<file path="src/rtl/regfile_wb_arbiter.sv">
// rtl/regfile_wb_arbiter.sv - round-robin write-back arbiter for the register file write port (optional WBARB_BYPASS_EN forwarding)
module regfile_wb_arbiter #(
  parameter int NUM_REQ = 3,
  parameter int ADDR_W  = 6,
  parameter int DATA_W  = 32
) (
  input  logic                        clk,
  input  logic                        rst,
  input  logic [NUM_REQ-1:0]          req_valid,
  input  logic [NUM_REQ*ADDR_W-1:0]   req_addr,
  input  logic [NUM_REQ*DATA_W-1:0]   req_data,
  output logic [NUM_REQ-1:0]          req_ready,
  output logic                        reg_wen,
  output logic [ADDR_W-1:0]           rd_addr,
  output logic [DATA_W-1:0]           rd_data,
  output logic [$clog2(NUM_REQ)-1:0]  grant_id,
  output logic                        wb_busy
`ifdef WBARB_BYPASS_EN
  ,
  input  logic [ADDR_W-1:0]           byp_addr,
  output logic                        byp_hit,
  output logic [DATA_W-1:0]           byp_data
`endif
);

  localparam int PTR_W = $clog2(NUM_REQ);

  // Round-robin pointer and write-stage registers
  logic [PTR_W-1:0]  ptr_q,  ptr_d;
  logic              busy_q, busy_d;
  logic [ADDR_W-1:0] addr_q, addr_d;
  logic [DATA_W-1:0] data_q, data_d;
  logic [PTR_W-1:0]  gid_q,  gid_d;

  // Arbitration intermediates
  logic [2*NUM_REQ-1:0] valid_dbl;
  logic [NUM_REQ-1:0]   valid_rot;
  logic                 grant_found;
  logic [PTR_W-1:0]     grant_off;
  logic [PTR_W:0]       grant_sum;
  logic [PTR_W-1:0]     grant_idx;
  logic                 xfer;

  // Selected requester payload
  logic [ADDR_W-1:0] addr_sel;
  logic [DATA_W-1:0] data_sel;

  // Rotate valids so ptr sits at bit 0, find the first set bit, then map the offset back to an index
  always_comb begin
    valid_dbl   = {req_valid, req_valid} >> ptr_q;
    valid_rot   = valid_dbl[NUM_REQ-1:0];
    grant_found = 1'b0;
    grant_off   = '0;
    for (int i = 0; i < NUM_REQ; i++) begin
      if (!grant_found && valid_rot[i]) begin
        grant_found = 1'b1;
        grant_off   = PTR_W'(i);
      end
    end
    grant_sum = {1'b0, ptr_q} + {1'b0, grant_off};
    if (grant_sum >= (PTR_W+1)'(NUM_REQ)) begin
      grant_sum = grant_sum - (PTR_W+1)'(NUM_REQ);
    end
    grant_idx = grant_sum[PTR_W-1:0];
  end

  // The register file never stalls, so any valid request transfers unless reset is held
  assign xfer = grant_found && !rst;

  // One-hot grant; the decode uses only req_valid, ptr and rst so rd_* never feeds back
  always_comb begin
    req_ready = '0;
    for (int i = 0; i < NUM_REQ; i++) begin
      req_ready[i] = xfer && (grant_idx == PTR_W'(i));
    end
  end

  // Mux the winning requester's address and data out of the flattened buses
  always_comb begin
    addr_sel = '0;
    data_sel = '0;
    for (int i = 0; i < NUM_REQ; i++) begin
      if (grant_idx == PTR_W'(i)) begin
        addr_sel = req_addr[i*ADDR_W +: ADDR_W];
        data_sel = req_data[i*DATA_W +: DATA_W];
      end
    end
  end

  // Next-state: capture on transfer and advance ptr past the winner; otherwise hold payload and drop busy
  always_comb begin
    ptr_d  = ptr_q;
    busy_d = 1'b0;
    addr_d = addr_q;
    data_d = data_q;
    gid_d  = gid_q;
    if (xfer) begin
      busy_d = 1'b1;
      addr_d = addr_sel;
      data_d = data_sel;
      gid_d  = grant_idx;
      if (grant_idx == PTR_W'(NUM_REQ-1)) begin
        ptr_d = '0;
      end else begin
        ptr_d = grant_idx + PTR_W'(1);
      end
    end
  end

  // State register with synchronous reset; a held write is dropped if reset lands on its presentation edge
  always_ff @(posedge clk) begin
    if (rst) begin
      ptr_q  <= '0;
      busy_q <= 1'b0;
      addr_q <= '0;
      data_q <= '0;
      gid_q  <= '0;
    end else begin
      ptr_q  <= ptr_d;
      busy_q <= busy_d;
      addr_q <= addr_d;
      data_q <= data_d;
      gid_q  <= gid_d;
    end
  end

  // Writes to x0 still occupy the stage but never assert the enable
  assign wb_busy  = busy_q;
  assign reg_wen  = busy_q && (addr_q != '0);
  assign rd_addr  = addr_q;
  assign rd_data  = data_q;
  assign grant_id = gid_q;

`ifdef WBARB_BYPASS_EN
  // Forward the value about to land in the register file at the next edge
  assign byp_hit  = reg_wen && (byp_addr == addr_q);
  assign byp_data = byp_hit ? data_q : '0;
`else
  // No forwarding path in this build
`endif

endmodule

</file>
<file path="config.mk">
export PLATFORM = sky130hd
export DESIGN_NAME = regfile_wb_arbiter
export DESIGN_NICKNAME = d
export VERILOG_FILES = /design/src/rtl/regfile_wb_arbiter.sv
export SDC_FILE = /design/constraint.sdc
export NUM_CORES = 1
export LEC_CHECK = 0
export ABC_AREA = 1
export ABC_CLOCK_PERIOD_IN_PS = 4770
export CORE_ASPECT_RATIO = 0.75
export CORE_MARGIN = 10
export CORE_UTILIZATION = 37
export DETAILED_ROUTE_END_ITERATION = 10
export PLACE_DENSITY = 0.82
export SYNTH_ARGS = -nofsm -noshare
export SYNTH_HDL_FRONTEND = slang
export SYNTH_SLANG_ARGS = --single-unit
</file>
<file path="constraint.sdc">
create_clock -name clk -period 4.77 [get_ports clk]
set_input_delay 1.1925 -clock clk [delete_from_list [all_inputs] [get_ports clk]]
set_output_delay 1.1925 -clock clk [all_outputs]
set_load 0.005 [all_outputs]
</file>
# Word-level counts from Yosys, hierarchy flattened
# Cells that the tools add are included.
dict set report classes {
  add_sub_neg 3
  order_cmp 1
  eq_ne 2
  n_shift 1
  n_mux 14
  reduce_logical 12
}
# operator count
set op_table {}
lappend op_table {{$mux 32} 3}
lappend op_table {{$mux 6} 3}
lappend op_table {{$logic_and 1x1->1} 7}
lappend op_table {{$mux 2} 3}
lappend op_table {{$reduce_bool 6->1} 1}
lappend op_table {{$shr 6x2->3} 1}
lappend op_table {{$mux 1} 5}
lappend op_table {{$add 2x2->3} 1}
lappend op_table {{$ge 3x2->1 const B} 1}
lappend op_table {{$logic_not 1->1} 3}
lappend op_table {{$add 2x1->2 const B} 1}
lappend op_table {{$eq 2x1->1 const B} 1}
lappend op_table {{$eq 2x2->1 const B} 1}
lappend op_table {{$logic_not 2->1} 1}
lappend op_table {{$sub 2x2->2 const B} 1}
dict set report totals {
  reg_bits 43
}

# Longest topological paths before layout
# Gate-level depths: netlist (run 1).
dict set report logic_depth {
  ltp_word 15
  mapped_depth 20
}

# Worst setup path before layout (run 1)
# Ideal clock, no wire load.
dict set report synth_path {
  path_kind {input to output}
  from {input req_valid[1]}
  to {output req_ready[1]}
  t_arrival_ns 3.294
  t_required_ns 3.578
  slack_ns 0.284
  stages 15
  n_path_buf 1
  path_cell_list {nand2_1 -> nand3_1 -> nand2_2 -> a21oi_1 -> ha_1 -> inv_1 -> fa_1 -> inv_1 -> ha_1 -> inv_1 -> nand4_1 -> nand2_1 -> clkbuf_1 -> nand4_1 -> inv_1}
}
dict set report synth_via {
  elab_chain_cells 13
}
# element line_no
set synth_rtl {}
lappend synth_rtl {{start, declared} 9} ;# input logic [NUM_REQ-1:0] req_valid,
lappend synth_rtl {{$shr 6x2->3 (*)} 50} ;# valid_dbl = {req_valid, req_valid} >> ptr_q;
lappend synth_rtl {{$mux 1} 55} ;# if (!grant_found && valid_rot[i]) begin
lappend synth_rtl {{$logic_not 1->1} 55}
lappend synth_rtl {{$logic_and 1x1->1} 55}
lappend synth_rtl {{$mux 1} 55}
lappend synth_rtl {{$logic_not 1->1} 55}
lappend synth_rtl {{$logic_and 1x1->1} 55}
lappend synth_rtl {{$mux 2} 55}
lappend synth_rtl {{$add 2x2->3} 60} ;# grant_sum = {1'b0, ptr_q} + {1'b0, grant_off};
lappend synth_rtl {{$ge 3x2->1 / $sub 2x2->2 (equally long branches)} {61, 62}}
lappend synth_rtl {{$mux 2} 61} ;# if (grant_sum >= (PTR_W+1)'(NUM_REQ)) begin
lappend synth_rtl {{$eq 2x1->1} 74} ;# req_ready[i] = xfer && (grant_idx == PTR_W'(i));
lappend synth_rtl {{$logic_and 1x1->1 (*)} 74}
lappend synth_rtl {{end, declared} 12} ;# output logic [NUM_REQ-1:0] req_ready,
# Mark *: on every way between the ends. The rest lies on a longest branch, timed or not.

# Worst setup path in the final report (run 1)
dict set report layout_path {
  from {input req_valid[0]}
  to {output req_ready[2]}
}
dict set report layout_via {
  elab_chain_cells 13
}
# element line_no
set layout_rtl {}
lappend layout_rtl {{$shr 6x2->3 (*)} 50}
lappend layout_rtl {{$mux 1} 55}
lappend layout_rtl {{$logic_not 1->1} 55}
lappend layout_rtl {{$logic_and 1x1->1} 55}
lappend layout_rtl {{$mux 1} 55}
lappend layout_rtl {{$logic_not 1->1} 55}
lappend layout_rtl {{$logic_and 1x1->1} 55}
lappend layout_rtl {{$mux 2} 55}
lappend layout_rtl {{$add 2x2->3} 60}
lappend layout_rtl {{$ge 3x2->1 / $sub 2x2->2 (equally long branches)} {61, 62}}
lappend layout_rtl {{$mux 2} 61}
lappend layout_rtl {{$eq 2x2->1} 74}
lappend layout_rtl {{$logic_and 1x1->1 (*)} 74}
# Marked as above.

==> results of run 1 <==
-- power groups by stage --
stage	Combinational, mW	Sequential (mW)	Clock, mW
finish	2.28	0.556	0.229
global route	2.51	0.570	0.248
CTS	2.26	0.556	0.235
detailed placement	2.19	0.561	0
global placement	2.13	0.557	0
floorplan	1.47	0.566	0
-- cell type report --
type                    count  area (sq um)  area share, %
clock buffers               6          72.6           1.66
clock inverters             2          12.5          0.286
inverters                  14          55.1           1.26
multi-input cells         318          1530           35.0
flip-flops and latches     43           861           19.7
well taps                  81           101           2.32
repair buffers            180          1740           39.8
-- Yosys cell counts --
| master | number |
|---|---|
| nand2_1 | 167 |
| nand3_1 | 124 |
| dfxtp_1 | 43 |
| buf_2 | 13 |
| inv_1 | 10 |
| buf_4 | 7 |
| nor2_1 | 5 |
| inv_2 | 4 |
| nand4_1 | 4 |
| clkbuf_1 | 3 |
| nand2_2 | 3 |
| o21ai_1 | 3 |
| buf_1 | 2 |
| buf_6 | 2 |
| ha_1 | 2 |
| nor2_4 | 2 |
| o21ai_0 | 2 |
| a21bo_2 | 1 |
| a21oi_1 | 1 |
| fa_1 | 1 |
| nand2_4 | 1 |
| nand3_4 | 1 |
| nor4_1 | 1 |
-- worst paths after layout --
kind | startpoint | to
worst min-delay path | rd_data[19] | rd_data[19]
worst min register to register | rd_data[19] | rd_data[19]
worst max-delay path | req_valid[0] | req_ready[2]
worst max register to register | ptr_q[0] | rd_data[10]
-- metrics by stage --
step	area [sq um]	cells	util, %	hold WS (ns)
after floorplan	2520	402	-	0.446
after global placement	4200	632	64.8	0.435
after detailed placement	4200	632	64.8	0.438
after CTS	4360	643	67.4	0.455
after global routing	4370	644	67.5	0.471
final	4370	644	67.5	0.451
-- state kept, by name, summed over array words and instances, names as in the netlist --
signal    count
grant_id      2
rd_data      32
ptr_q         2
rd_addr       6
wb_busy       1
-- worst min-delay path, stage by stage (launching register included) --
cell and delay, ns:
dfxtp_1 0.31, nand2_1 0.06, nand2_1 0.04
-- cells by family (layout without fill, tap and decap cells) --
kind of cell / after synthesis / count (layout) / synth area share (%)
AO/OA/AOI/OAI: 7 / 7 / 1.59
adder cells (fa/ha/maj): 3 / 3 / 1.78
buffers and inverters: 41 / 202 / 8.37
flip-flops: 43 / 43 / 34.1
AND/OR/NAND/NOR: 308 / 308 / 54.2
-- repair_timing --
action,4_1_cts,5_1_grt
resized for setup,24,12
pin swaps,11,11
endpoints found under the hold margin,0,0
hold buffers,0,0
setup endpoints to repair,3,3
buffers inserted,3,1
-- layer usage --
metal | up-vias | share of wire (%) | GRT usage (%)
met1 | 1481 | 38 | 19.1
met2 | 168 | 46 | 31.2
met3 | 13 | 15 | 11.6
met5 | - | 0 | 0
li1 | 1643 | - | -
met4 | 0 | 1.2 | 4.74
==> impl_metrics.csv, run 1 <==
group,metric,value,unit
status,status,"completed",
grt,antenna_found_initial,0,
worst_setup_path,crit_required,3.58,ns
sta,period_minus_slack,4.66,ns
cells_and_area,most-common-layout-cells,"nand2_1, clkdlybuf4s50_1, nand3_1",
cells_and_area,antennaDiodeCount,0,
cells_and_area,fillers,565,
worst_setup_path,start_kind,"input pin",
sta,hold_violations,0,
worst_hold_path,hold_depth,2,
worst_hold_path,hold_path.class,"flop to flop",
pwr,sequentialPowerShare,18.2,%
die,die_h,91.5,microns
pwr,power_frac_comb,74.4,%
pwr,p_switching,1.54,mW
sta,fin_worst_skew,0.00492,ns
sta,drv_slew,0,
sta,max-slew-margin-rel,38.6,%
logic_synthesis,syn-num-nets,524,
routing,vias,3305,
place,place_ws,-0.545,ns
routing,drtIter0Drc,159,
sta,final.setup.tns,0,ns
die,die_area,10600,sq um
routing,routed_wl,10600,microns
pwr,fin_total_pwr,3.06,mW
logic_synthesis,ys_types,23,
clock_network,clkTransAtPathRegs,0.08,ns
die,ios,164,
grt,grt_pass1_vias,3273,
grt,globalRouteOverflowTotal,0,
clock_network,cts.path.max_buffers,2,
logic_synthesis,syn_inst,402,
worst_setup_path,critical_path_class,"input pin to primary output",
worst_setup_path,path_cells,"dlygate4sd2_1, nand2_2, nand3_2, buf_4, nand2_2, nand4_1, fa_1, inv_2, ha_4, o21ai_1, nand2_2, buf_4, nor2_1, buf_2",
place,hpwl,8040,microns
clock_network,htreeDepth,2,
logic_synthesis,synthesis.area,2520,sq um
routing,ant_nets,0,
sta,period_share,97.6,%
sta,setup-violations-final,0,
logic_synthesis,synth_area_leaders,"dfxtp_1, nand2_1, nand3_1, buf_2, buf_4",
cells_and_area,layout.nets,684,
sta,fmax,215,MHz
clock_network,cts_made_buffers,5,
logic_synthesis,synth_top_area_share,34.1,%
sta,rsz0062_at_grt,"yes",
pwr,p_per_area,700,nW/um^2
cells_and_area,drive_above_1_share,10.3,%
flow_run,max_cap_viol_count,0,
grt,grt_util_all_layers,18.6,%
grt,grt_first_pass_wirelength,16000,microns
worst_setup_path,path_common_cell,"nand2_2",
die,rows,25,
pwr,p_int,1.52,mW
pwr,p_leak,1.96,nW
logic_synthesis,synth_warnings,0,
cells_and_area,final_common_cell,"nand2_1",
die,die_x,115,microns
worst_setup_path,endpoint_kind,"primary output",
worst_setup_path,slowest_delay,0.58,ns
worst_setup_path,cp.arrival,3.46,ns
logic_synthesis,yosysTopAreaCell,"dfxtp_1",
logic_synthesis,synth_area_per_cell,6.28,sq um
place,gp_congestion,0.814,
grt,grt_max_degree,41,
logic_synthesis,ys_ff_latch,43,
sta,layout_setup_ws,0.114,ns
routing,vias_per_cell,5.13,
pwr,switching_share,50.2,%
routing,post_drt_wl_per_cell,16.5,microns
worst_setup_path,rrSetupSlack,1.41,ns
logic_synthesis,ys_seq_area_share,34.1,%
worst_setup_path,cp_num_buf_inv,5,
pwr,irDropWorstVdd,0.000366,V
clock_network,cts_root_buf,"clkbuf_8",
place,portBuffers,163,
worst_setup_path,worst-path-stages,14,
routing,drtPass1Iterations,5,
cells_and_area,area_delta_synth_final,73.2,%
clock_network,cts_tree,"built",
worst_setup_path,cp_max_fo,3,
worst_setup_path,worst_path_max_delay_cell,"fa_1",
worst_setup_path,path_delay_family,"buffers and inverters",
die,core_area,6470,sq um
sta,worst_pin_slew,0.919,ns
worst_setup_path,rr_worst_depth,19,
pwr,clock_power_share,7.5,%
die,initial_core_util,39.0,%
routing,drc,0,
clock_network,clock_latency,0.29,ns
clock_network,cts_sinks,43,
Power figures use the tool's default switching activity.
==> run 2, diff against run 1 <==
- ABC_CLOCK_PERIOD_IN_PS: 4770 -> unset
- CORE_UTILIZATION: 37 -> 48
- DONT_BUFFER_PORTS: unset -> 1
- HOLD_SLACK_MARGIN: unset -> 0.1
- PLACE_DENSITY: 0.82 -> 0.63
==> impl_metrics.csv, run 2 (same netlist as run 1, synthesis figures left out) <==
group,metric,value,unit
place,gp_congestion,0.747,
cells_and_area,drive_above_1_share,6.68,%
routing,drtPass1Iterations,4,
die,die_area,8590,sq um
grt,grt_max_degree,43,
clock_network,ctsResizeCount,0,
clock_network,clkTransAtPathRegs,0.08,ns
routing,drc,0,
pwr,p_per_area,975,nW/um^2
worst_hold_path,hold_end,"rd_data[0]",
routing,ant_nets,0,
grt,antenna_found_initial,0,
status,status,"completed",
clock_network,postCtsHoldBufs,0,
cells_and_area,most-common-layout-cells,"nand2_1, nand3_1, dfxtp_1",
sta,period_share,93.2,%
sta,max-slew-margin-rel,41.5,%
place,place_area,2500,sq um
cells_and_area,final_common_cell,"nand2_1",
sta,rsz0062_at_grt,"no",
worst_setup_path,critical_path_class,"input pin to primary output",
cells_and_area,fin_area,2610,sq um
cells_and_area,multiInputGateArea,1450,sq um
clock_network,cts_tree,"built",
worst_setup_path,endpoint_kind,"primary output",
cells_and_area,area_delta_synth_final,3.17,%
die,rows,22,
routing,vias,2551,
pwr,irDropWorstVdd,0.000384,V
worst_setup_path,timing.rr.start,"ptr_q[0]",
sta,period_minus_slack,4.45,ns
sta,hold_violations,0,
cells_and_area,final_cells,461,
routing,post_drt_wl_per_cell,17.4,microns
worst_setup_path,rrSetupSlack,1.05,ns
place,hpwl,6070,microns
cells_and_area,seqCellArea,861,sq um
worst_hold_path,hold_path.class,"flop to flop",
pwr,fin_total_pwr,2.54,mW
cells_and_area,fin_util,52.3,%
clock_network,cts_sinks,43,
clock_network,htreeDepth,2,
die,die_x,104,microns
place,dp_cells,453,
sta,holdWs,0.480,ns
place,portBuffers,0,
routing,routed_wl,8020,microns
worst_hold_path,worstHoldStart,"rd_data[0]",
worst_hold_path,hold_depth,2,
grt,globalRouteOverflowTotal,0,
cells_and_area,antennaDiodeCount,0,
clock_network,postCtsSetupRepairBufs,0,
worst_setup_path,start_kind,"input pin",
clock_network,cts.path.max_buffers,2,
die,die_h,82.8,microns
sta,final.setup.tns,0,ns
sta,fmax,225,MHz
grt,grt_first_pass_wirelength,12900,microns
routing,drtIter0Drc,118,
grt,grt_pass1_vias,2479,
sta,drv_slew,0,
sta,fin_worst_skew,0.00370,ns
routing,vias_per_cell,5.53,
sta,worst_pin_slew,0.876,ns
cells_and_area,largest_reg_flops,32,
worst_setup_path,rr_worst_depth,19,
worst_setup_path,cp.arrival,3.25,ns
clock_network,clock_latency,0.29,ns
pwr,p_leak,1.26,nW
flow_run,max_cap_viol_count,0,
worst_setup_path,crit_required,3.58,ns
place,place_ws,0.354,ns
sta,setup-violations-final,0,
sta,layout_setup_ws,0.324,ns
worst_setup_path,timing.rr.end,"rd_data[23]",
die,core_area,4980,sq um
cells_and_area,layout.nets,510,
die,initial_core_util,50.7,%
worst_setup_path,cp_max_fo,4,
grt,grt_util_all_layers,17.8,%
die,ios,164,
clock_network,cts_made_buffers,5,
cells_and_area,fillers,498,
clock_network,cts_root_buf,"clkbuf_8",
run 2: cell types whose count changed in the layout (fill, tap and decap cells not counted), moves of 2 or more:
cell,delta
nand2_2,-7
buf_4,-11
clkdlybuf4s50_1,-157
clkbuf_2,-2
nand3_1,+6
ha_1,+2
dlygate4sd2_1,-2
nand3_2,-5
nand2_1,+7
inv_1,+2
clkbuf_8,+2
run 2: area by class of cell:
class | count | share of cell area [%]
timing repair buffer | 6 | 1.73
clock inverter | 1 | 0.288
tap | 72 | 3.46
sequential | 43 | 33.0
inverter | 14 | 2.02
clock buffer | 7 | 3.70
multi-input combinational | 318 | 55.8
run 2: per-layer routing:
metal	up-vias	global-route usage (%)	routed length [microns]
met5	-	0	0
met4	0	3.13	42
met3	5	9.41	1140
met2	154	28.0	3660
met1	1102	21.2	3180
li1	1290	-	-
run 2: report_power, final:
group / leakage, nW / switching (mW) / internal, mW
Combinational: 0.858 / 1.13 / 0.562
Clock: 0.0505 / 0.119 / 0.132
Sequential: 0.356 / 0.107 / 0.490
run 2: critical path, stage by stage:
cell	delay, ns
nand2_1	0.06
nand3_1	0.11
nand2_2	0.08
a21oi_1	0.18
ha_1	0.18
inv_1	0.05
fa_1	0.52
inv_1	0.08
ha_1	0.21
inv_1	0.10
nand4_1	0.09
nand2_1	0.15
nand4_1	0.14
inv_1	0.10
run 2: worst max path at each step:
stage	from	to	slack, ns
3_3_place_gp	req_valid[1]	req_ready[1]	0.48
5_1_grt	req_valid[2]	req_ready[2]	0.12
4_1_cts	req_valid[2]	req_ready[1]	0.35
3_5_place_dp	req_valid[2]	req_ready[1]	0.35
2_1_floorplan	req_valid[1]	req_ready[1]	0.28
6_report	req_valid[2]	req_ready[1]	0.32
==> run 3, diff against run 2 <==
- CAP_MARGIN: unset -> 15
==> results of run 3 <==
Final layout, timing and power as in run 2 (identical DEF).
